$ cat src/rtl/sram_bridge_pkg.sv
// ---------------------------------------------------------------------------
// sram_bridge_pkg
// Shared types and default sizes for the AVR-to-SRAM bus bridge.
//   bridge_state_e : bus sequencer states
//   req_e          : request decoded from the AVR strobes in IDLE
//   DEFAULT_*      : default data/address width and wait-state count
// ---------------------------------------------------------------------------
package sram_bridge_pkg;

    localparam int DEFAULT_DATA_W      = 8;
    localparam int DEFAULT_ADDR_W      = 21;
    localparam int DEFAULT_WAIT_CYCLES = 1;

    typedef enum logic [2:0] {
        IDLE,
        RD_ACC,
        RD_DONE,
        WR_SETUP,
        WR_PULSE,
        WR_HOLD
    } bridge_state_e;

    typedef enum logic [1:0] {
        REQ_NONE,
        REQ_RD,
        REQ_WR
    } req_e;

endpackage

$ cat src/rtl/sram_bus_bridge_addr_sreg.sv
// ---------------------------------------------------------------------------
// addr_sreg
// SRAM address register: serial load (MSB first) or post-access increment.
// Increment wraps modulo 2^ADDR_W. Shift has priority over increment.
//   clk      : rising-edge clock
//   reset    : synchronous active-high reset, clears the address
//   shift_en : shift si in at the LSB
//   si       : serial address bit
//   inc_en   : add one to the address
//   addr     : current address
// ---------------------------------------------------------------------------
module addr_sreg
    import sram_bridge_pkg::*;
#(
    parameter int ADDR_W = DEFAULT_ADDR_W
) (
    input  logic              clk,
    input  logic              reset,
    input  logic              shift_en,
    input  logic              si,
    input  logic              inc_en,
    output logic [ADDR_W-1:0] addr
);

    // NOTE: sequential state is written only with non-blocking assignments so
    // every register samples the pre-edge values of its inputs.
    always_ff @(posedge clk) begin
        if (reset) begin
            addr <= '0;
        end else if (shift_en) begin
            addr <= {addr[ADDR_W-2:0], si};
        end else if (inc_en) begin
            addr <= addr + ADDR_W'(1);   // all-ones rolls over to zero
        end
    end

endmodule

$ cat src/rtl/sram_bus_bridge.sv
// ---------------------------------------------------------------------------
// sram_bus_bridge
// Bridges the AVR parallel/serial pins to an external asynchronous SRAM.
// The address is shifted in serially while avr_sreg_en=0; with the address
// locked (avr_sreg_en=1) a falling edge on avr_oe / avr_we starts a timed
// SRAM read / write cycle. Tri-state buffers live in the level above; this
// block exposes split in/out/oe buses.
//
// Ports:
//   avr_clk, avr_reset        : clock, synchronous active-high reset
//   avr_si, avr_sreg_en       : serial address bit, shift(0)/lock(1) select
//   avr_oe, avr_we            : active-low AVR read / write requests
//   avr_data_in/out, _oe      : AVR data bus halves and drive enable
//   sram_addr                 : SRAM address
//   sram_data_in/out, _oe     : SRAM data bus halves and drive enable
//   sram_ce_n/oe_n/we_n       : active-low SRAM strobes
//   busy                      : access in progress (not IDLE, not RD_DONE)
// ---------------------------------------------------------------------------
module sram_bus_bridge
    import sram_bridge_pkg::*;
#(
    parameter int DATA_W      = DEFAULT_DATA_W,
    parameter int ADDR_W      = DEFAULT_ADDR_W,
    parameter int WAIT_CYCLES = DEFAULT_WAIT_CYCLES,
    parameter int AUTO_INC    = 1
) (
    input  logic              avr_clk,
    input  logic              avr_reset,
    input  logic              avr_si,
    input  logic              avr_sreg_en,
    input  logic              avr_oe,
    input  logic              avr_we,
    input  logic [DATA_W-1:0] avr_data_in,
    output logic [DATA_W-1:0] avr_data_out,
    output logic              avr_data_oe,
    output logic [ADDR_W-1:0] sram_addr,
    input  logic [DATA_W-1:0] sram_data_in,
    output logic [DATA_W-1:0] sram_data_out,
    output logic              sram_data_oe,
    output logic              sram_ce_n,
    output logic              sram_oe_n,
    output logic              sram_we_n,
    output logic              busy
);

    // Counter must be at least one bit wide even with zero wait states.
    localparam int CNT_W = (WAIT_CYCLES > 0) ? $clog2(WAIT_CYCLES + 1) : 1;
    localparam logic [CNT_W-1:0] CNT_LOAD = CNT_W'(WAIT_CYCLES);

    bridge_state_e     state, state_next;
    req_e              req;
    logic [CNT_W-1:0]  wait_cnt;
    logic              acc_last;
    logic [DATA_W-1:0] buffer;
    logic              oe_q, we_q;
    logic              shift_en, inc_en;

    // Previous strobe levels for edge detection. They simply follow the pins,
    // so no reset is needed: the state register is what reset forces idle.
    always_ff @(posedge avr_clk) begin
        oe_q <= avr_oe;
        we_q <= avr_we;
    end

    // A request is only taken in IDLE with the address locked; a simultaneous
    // read and write edge resolves to the write.
    always_comb begin
        req = REQ_NONE;
        if (state == IDLE && avr_sreg_en) begin
            if (we_q && !avr_we) begin
                req = REQ_WR;
            end else if (oe_q && !avr_oe) begin
                req = REQ_RD;
            end
        end
    end

    // Last cycle of a timed strobe (RD_ACC / WR_PULSE).
    assign acc_last = (wait_cnt == '0);

    always_ff @(posedge avr_clk) begin
        if (avr_reset) begin
            state <= IDLE;
        end else begin
            state <= state_next;
        end
    end

    // Reloaded on every state change, counts down while a state is held.
    always_ff @(posedge avr_clk) begin
        if (avr_reset || state_next != state) begin
            wait_cnt <= CNT_LOAD;
        end else if (wait_cnt != '0) begin
            wait_cnt <= wait_cnt - CNT_W'(1);
        end
    end

    // NOTE: the data buffer is a single register, not a memory array, so it
    // takes a reset and the AVR never sees stale data after reset.
    always_ff @(posedge avr_clk) begin
        if (avr_reset) begin
            buffer <= '0;
        end else if (req == REQ_WR) begin
            buffer <= avr_data_in;
        end else if (state == RD_ACC && acc_last) begin
            buffer <= sram_data_in;
        end
    end

    assign shift_en = (state == IDLE) && !avr_sreg_en;
    assign inc_en   = (AUTO_INC != 0) &&
                      ((state == RD_ACC && acc_last) || state == WR_HOLD);

    addr_sreg #(
        .ADDR_W (ADDR_W)
    ) u_addr_sreg (
        .clk      (avr_clk),
        .reset    (avr_reset),
        .shift_en (shift_en),
        .si       (avr_si),
        .inc_en   (inc_en),
        .addr     (sram_addr)
    );

    assign sram_data_out = buffer;

    // NOTE: every output of this block gets a default before the case so no
    // path leaves a signal unassigned and no latch is inferred.
    always_comb begin
        state_next   = state;
        sram_ce_n    = 1'b1;
        sram_oe_n    = 1'b1;
        sram_we_n    = 1'b1;
        sram_data_oe = 1'b0;
        avr_data_oe  = 1'b0;
        avr_data_out = '0;
        busy         = 1'b1;

        case (state)
            IDLE: begin
                busy = 1'b0;
                if (req == REQ_WR) begin
                    state_next = WR_SETUP;
                end else if (req == REQ_RD) begin
                    state_next = RD_ACC;
                end
            end
            RD_ACC: begin
                sram_ce_n = 1'b0;
                sram_oe_n = 1'b0;
                if (acc_last) begin
                    state_next = RD_DONE;
                end
            end
            RD_DONE: begin
                busy         = 1'b0;
                avr_data_oe  = 1'b1;
                avr_data_out = buffer;
                if (avr_oe) begin
                    state_next = IDLE;
                end
            end
            WR_SETUP: begin
                sram_ce_n    = 1'b0;
                sram_data_oe = 1'b1;
                state_next   = WR_PULSE;
            end
            WR_PULSE: begin
                sram_ce_n    = 1'b0;
                sram_data_oe = 1'b1;
                sram_we_n    = 1'b0;
                if (acc_last) begin
                    state_next = WR_HOLD;
                end
            end
            WR_HOLD: begin
                sram_ce_n    = 1'b0;
                sram_data_oe = 1'b1;
                state_next   = IDLE;
            end
            default: begin
                state_next = IDLE;
            end
        endcase
    end

endmodule

$ cat config.mk
export PLATFORM = sky130hd
export DESIGN_NAME = sram_bus_bridge
export DESIGN_NICKNAME = d
export VERILOG_FILES = /design/src/rtl/sram_bridge_pkg.sv /design/src/rtl/sram_bus_bridge_addr_sreg.sv /design/src/rtl/sram_bus_bridge.sv
export SDC_FILE = /design/constraint.sdc
export NUM_CORES = 1
export LEC_CHECK = 0
export CORE_UTILIZATION = 50
export DETAILED_ROUTE_END_ITERATION = 10
export PLACE_DENSITY = 0.85
export RECOVER_POWER = 50
export SYNTH_ARGS = -nofsm -noshare
export SYNTH_HDL_FRONTEND = slang
export SYNTH_SLANG_ARGS = --single-unit
$ cat constraint.sdc
create_clock -name avr_clk -period 4.19 [get_ports avr_clk]
set_input_delay 0.6285 -clock avr_clk [delete_from_list [all_inputs] [get_ports avr_clk]]
set_output_delay 0.6285 -clock avr_clk [all_outputs]
set_load 0.01 [all_outputs]
**After elaboration in Yosys (flattened, before gate mapping)**

Index checks and enable logic that the tools add are counted.

- Add/sub/neg operators: 2
- Equal/unequal tests: 8
- Multiplexer cells: 21
- Bitwise operators: 1
- Reductions and logical operators: 16

Operators by type and width:

| operator | number |
|---|---|
| $mux 21 | 2 |
| $mux 8 | 3 |
| $add 21x1->21 const B | 1 |
| $mux 3 | 5 |
| $pmux 3 s5 | 1 |
| $mux 1 | 8 |
| $eq 3x2->1 const B | 2 |
| $eq 3x3->1 const B | 2 |
| $logic_and 1x1->1 | 5 |
| $mux 2 | 2 |
| $reduce_bool 2->1 | 2 |
| $reduce_or 4->1 | 1 |
| $eq 3x1->1 const B | 1 |
| $logic_not 1->1 | 3 |
| $logic_not 3->1 | 1 |
| $ne 3x3->1 | 1 |
| $reduce_or 3->1 | 1 |
| $eq 2x1->1 const B | 1 |
| $eq 2x2->1 const B | 1 |
| $logic_or 1x1->1 | 2 |
| $reduce_or 2->1 | 1 |
| $not 1->1 | 1 |
| $sub 1x1->1 const B | 1 |

- Register bits after elaboration: 35
- Input port bits: 22
- Output and inout bits: 43
- Word-level logic and storage cells: 54

**Depth between registers and ports, before layout**

- Depth after elaboration: 11
- Gate-level depth with buffers: 6
- Gate-level depth less buffers: 4

**Modules after synthesis**

From an unflattened synthesis, not the netlist that was laid out.

- Cell total of the unflattened synthesis: 243
- Area total of the unflattened synthesis: 1968.1 µm²

Modules (own cells, without submodules):

| module | times used | cells each | area each (µm²) | seq. area each (µm²) |
|---|---|---|---|---|
| addr_sreg | 1 | 149 | 1203.7 | 420.4 |
| sram_bus_bridge | 1 | 94 | 764.5 | 280.3 |

**Least setup slack after synthesis**

Ideal clock, no wire load.

- Path kind: register to output
- Start: register state[0]
- End: output sram_ce_n
- Arrival time: 1.094 ns
- Data required time: 3.562 ns
- Slack: 2.467 ns
- Stages on the path, launching flop included: 6
- Path buffers: 2
- Path through: dfxtp_1 buf_2 nor2_1 clkbuf_1 inv_1 nand2_1

- Word-level cells in the longest chain between the ends: 3
- Elaborated cells between the ends (all ways): 6
- Those cells by class: eq/ne: 4; mux: 1; reduce/logical: 1

RTL lines:

| item | line | RTL |
|---|---|---|
| start, declared | sram_bus_bridge.sv:50 | `bridge_state_e state, state_next;` |
| start signal, assigned | sram_bus_bridge.sv:85 | `state <= state_next;` |
| $eq 3x1->1 (tied with other cells) | sram_bus_bridge.sv:139 | `case (state)` |
| $reduce_or 4->1 (no line) (*) | n/a |  |
| $mux 1 (*) | sram_bus_bridge.sv:139 |  |
| end, declared | sram_bus_bridge.sv:40 | `output logic sram_ce_n,` |

Every way passes the cells marked *; elsewhere a longest branch is shown, timed or not.

**Worst setup path after layout**

- Start: register state[1]
- End: register buffer[3], in the netlist sram_data_out[3]

- Word-level cells in the longest chain between the ends: 5
- Elaborated cells between the ends (all ways): 8
- Those cells by class: eq/ne: 2; mux: 2; reduce/logical: 4

RTL lines:

| item | line | RTL |
|---|---|---|
| $logic_not 3->1 | sram_bus_bridge.sv:69 | `if (state == IDLE && avr_sreg_en) begin` |
| $logic_and 1x1->1 | sram_bus_bridge.sv:69 |  |
| $mux 2 | sram_bus_bridge.sv:69 |  |
| $eq 2x2->1 | sram_bus_bridge.sv:103 | `end else if (req == REQ_WR) begin` |
| $mux 8 or $reduce_bool 2->1 (tied branches) | n/a |  |
| end signal, assigned | sram_bus_bridge.sv:104 | `buffer <= avr_data_in;` |
| end signal, assigned | sram_bus_bridge.sv:106 | `buffer <= sram_data_in;` |
| end, declared | sram_bus_bridge.sv:54 | `logic [DATA_W-1:0] buffer;` |

Several ways; a longest one is shown, not always the timed one.
A chain may end at the register's enable or synchronous reset.

==> impl_metrics.py <==
metrics = {
    "timing": {
        "grt_setup_unrepaired": "no",
        "period_minus_slack_ns": 2.85,
        "fin_skew_ns": 0.00402,
        "hold-worst-slack_ns": 0.466,
        "max_slew.worst_pin.slew_ns": 1.77,
        "hold_violations": 0,
        "max_freq_mhz": 351,
        "finalSetupTns_ns": 0,
        "post-route-period-util": 0.679,
        "timing.slew.headroom": -0.191,
        "maxSlewViolCount": 30,
        "setup_viol": 0,
    },
    "detailed_routing": {
        "wirelength_um": 5710,
        "dr_wl_met3_um": 288,
        "vias_per_cell": 6.11,
        "ant_nets": 0,
        "detailedRoute.firstPassIterationCount": 4,
        "wire_per_inst_um": 16.0,
        "highest_layer": "met4",
        "wl_met2_um": 2770,
        "drc": 0,
        "drt-initial-drc-count": 136,
        "vias": 2175,
        "m1WireLength_um": 2570,
    },
    "floorplanning": {
        "initial_core_util": 0.538,
        "coreArea_mm2": 0.00380,
        "ioPinCount": 65,
        "die-area_mm2": 0.00435,
        "rows": 22,
        "die_y_um": 65.9,
        "die_w_um": 65.9,
    },
    "layout": {
        "fillers": 307,
        "finalNonFillerCells": 356,
        "diodes": 0,
        "final_nets": 330,
        "stdcell_area_mm2": 0.00274,
        "drive_above_1_share": 0.0519,
        "syn_to_final_growth_pct": 34.2,
    },
    "cts": {
        "post_cts_buffers": 0,
        "cts_tree": "yes",
        "post_cts_resized": 0,
        "clock-sinks": 35,
        "numCtsBuffers": 5,
        "clk_path_buf_depth": 2,
        "htree_levels": 2,
        "clk_pin_slew_ns": 0.07,
        "hold_buffers": 0,
        "cts_root_buf": "clkbuf_8",
        "clkLatencyLatePin_ns": 0.30,
    },
    "placement": {
        "place_inst": 348,
        "place.gp.congestion": 0.768,
        "portBuffers": 64,
        "placed_area_mm2": 0.00266,
        "dp_hpwl_um": 3910,
    },
    "synth": {
        "syn_area_per_cell_um2": 8.08,
        "synth_top_area_frac": 0.343,
        "yosysUniqueCellTypes": 54,
        "netlist_area_mm2": 0.00204,
        "syn_inst": 253,
        "synth_seq_area_share": 0.343,
        "yosysMostFrequentCell": "dfxtp_1",
        "synth_enable_flop_cells": 0,
        "synthTopCellsByArea": "dfxtp_1, nand2_1, a21oi_1",
        "synthTopCellsByCount": "dfxtp_1, nand2_1, a21oi_1",
        "synth_top_area_cell": "dfxtp_1",
        "ys.flop_type": "dfxtp_1",
        "synthArstFlopShare": 0,
        "synthesis.nets": 276,
        "ys_ff_latch": 35,
        "ys_warn_count": 0,
    },
    "grt": {
        "grt_pass1_vias": 1944,
        "grtUsageTotal": 0.277,
        "grt_max_degree": 28,
        "grt_overflow": 0,
        "grt_first_pass_wirelength_um": 9170,
        "antenna_found_initial": 0,
    },
    "pwr": {
        "p_int_uw": 577,
        "pwr-share-comb": 0.194,
        "swShare": 0.291,
        "switching_power_uw": 236,
        "finalPower_uw": 813,
        "seqPwrFrac": 0.469,
        "power_density_mw_per_mm2": 297,
        "irDropWorstVdd_v": 0.000237,
        "power.clock.fraction": 0.337,
        "leakage_nw": 0.989,
    },
    "setup_path": {
        "crit_path_end_kind": "flop",
        "path_class": "flop to flop",
        "crit_required_ns": 4.37,
        "critPathArrivalTime_ns": 3.03,
        "cp-start-kind": "flop",
        "critPathMaxFanout": 23,
    },
    "run_status": {
        "status": "finished, violations left",
        "violations": "max-capacitance violations, max-slew violations",
    },
    "hold_path": {
        "hold_path_class": "flop to flop",
    },
    "flow_run": {
        "drv_cap": 2,
    },
}
## power by group through the flow
stage          sequential [mW]  clock [mW]  combinational [mW]
2_1_floorplan            0.383           0              0.0937
3_3_place_gp             0.389           0               0.161
3_5_place_dp             0.389           0               0.164
4_1_cts                  0.382       0.279               0.165
5_1_grt                  0.386       0.296               0.171
6_report                 0.381       0.274               0.158
## path summary, 6_finish.rpt
kind / start / to / slack (ns) / cells after the start
worst max-delay path: state[1] / sram_data_out[3] / 1.34 / 4
worst min-delay path: sram_data_out[0] / sram_data_out[0] / 0.47 / 2
worst max register to register: state[1] / sram_data_out[3] / 1.34 / 4
worst min register to register: sram_data_out[0] / sram_data_out[0] / 0.47 / 2
## cell usage in the layout (no fill, tap or decap), types with 4 or more instances in the layout
cell,Yosys,final
clkdlybuf4s50_1,0,31
and3_1,10,10
nand4_1,12,12
dlygate4sd3_1,0,33
nor3_1,6,6
nor3b_1,4,4
a22oi_1,9,9
or4_1,5,5
a31oi_1,10,10
clkbuf_8,0,7
a21oi_1,17,17
nor2_1,12,12
nand2_1,26,26
a211oi_1,5,5
nand3_1,11,11
o211ai_1,5,5
dfxtp_1,35,35
nand2b_1,8,8
inv_1,8,8
o311ai_0,6,6
## layout make-up
class	instances	area (um^2)	area share
multi-input combinational	192	1200	0.439
sequential	35	701	0.256
timing repair buffer	65	648	0.236
clock buffer	8	100	0.0365
tap	48	60.1	0.0219
inverter	8	30.0	0.0110
## layer usage
metal	up-vias	GRT usage
met2	69	0.431
met3	9	0.0776
li1	1072	-
met4	0	0.0951
met5	-	0
met1	1025	0.364
## stage by stage
step                       util  setup WS (ns)
after detailed placement  0.701           1.51
after CTS                 0.728           1.35
after global placement    0.701           1.56
after global routing      0.722           1.17
after floorplan               -           2.47
final                     0.722           1.34
## kinds of logic (layout without fill, tap and decap cells)
kind of cell | after synthesis | count (layout) | synth area share
compound gates | 66 | 66 | 0.225
xor+xnor | 3 | 3 | 0.0129
fa+ha+maj | 1 | 1 | 0.00612
buf+inv | 26 | 81 | 0.0576
flops | 35 | 35 | 0.343
mux | 3 | 3 | 0.0147
simple gates | 119 | 119 | 0.341
## critical path, stage by stage (launching register included)
cell and delay, ns:
dfxtp_1 0.53, nor4b_1 1.39, a41oi_1 0.48, nand2_1 0.23, a21oi_1 0.08
## sequential cells by signal, summed over array words and instances, names as in the netlist
| signal | flops |
|---|---|
| u_addr_sreg.addr | 21 |
| sram_data_out | 8 |
| state | 3 |
| oe_q | 1 |
| wait_cnt | 1 |
| we_q | 1 |
(Power assumes the default switching activity.)
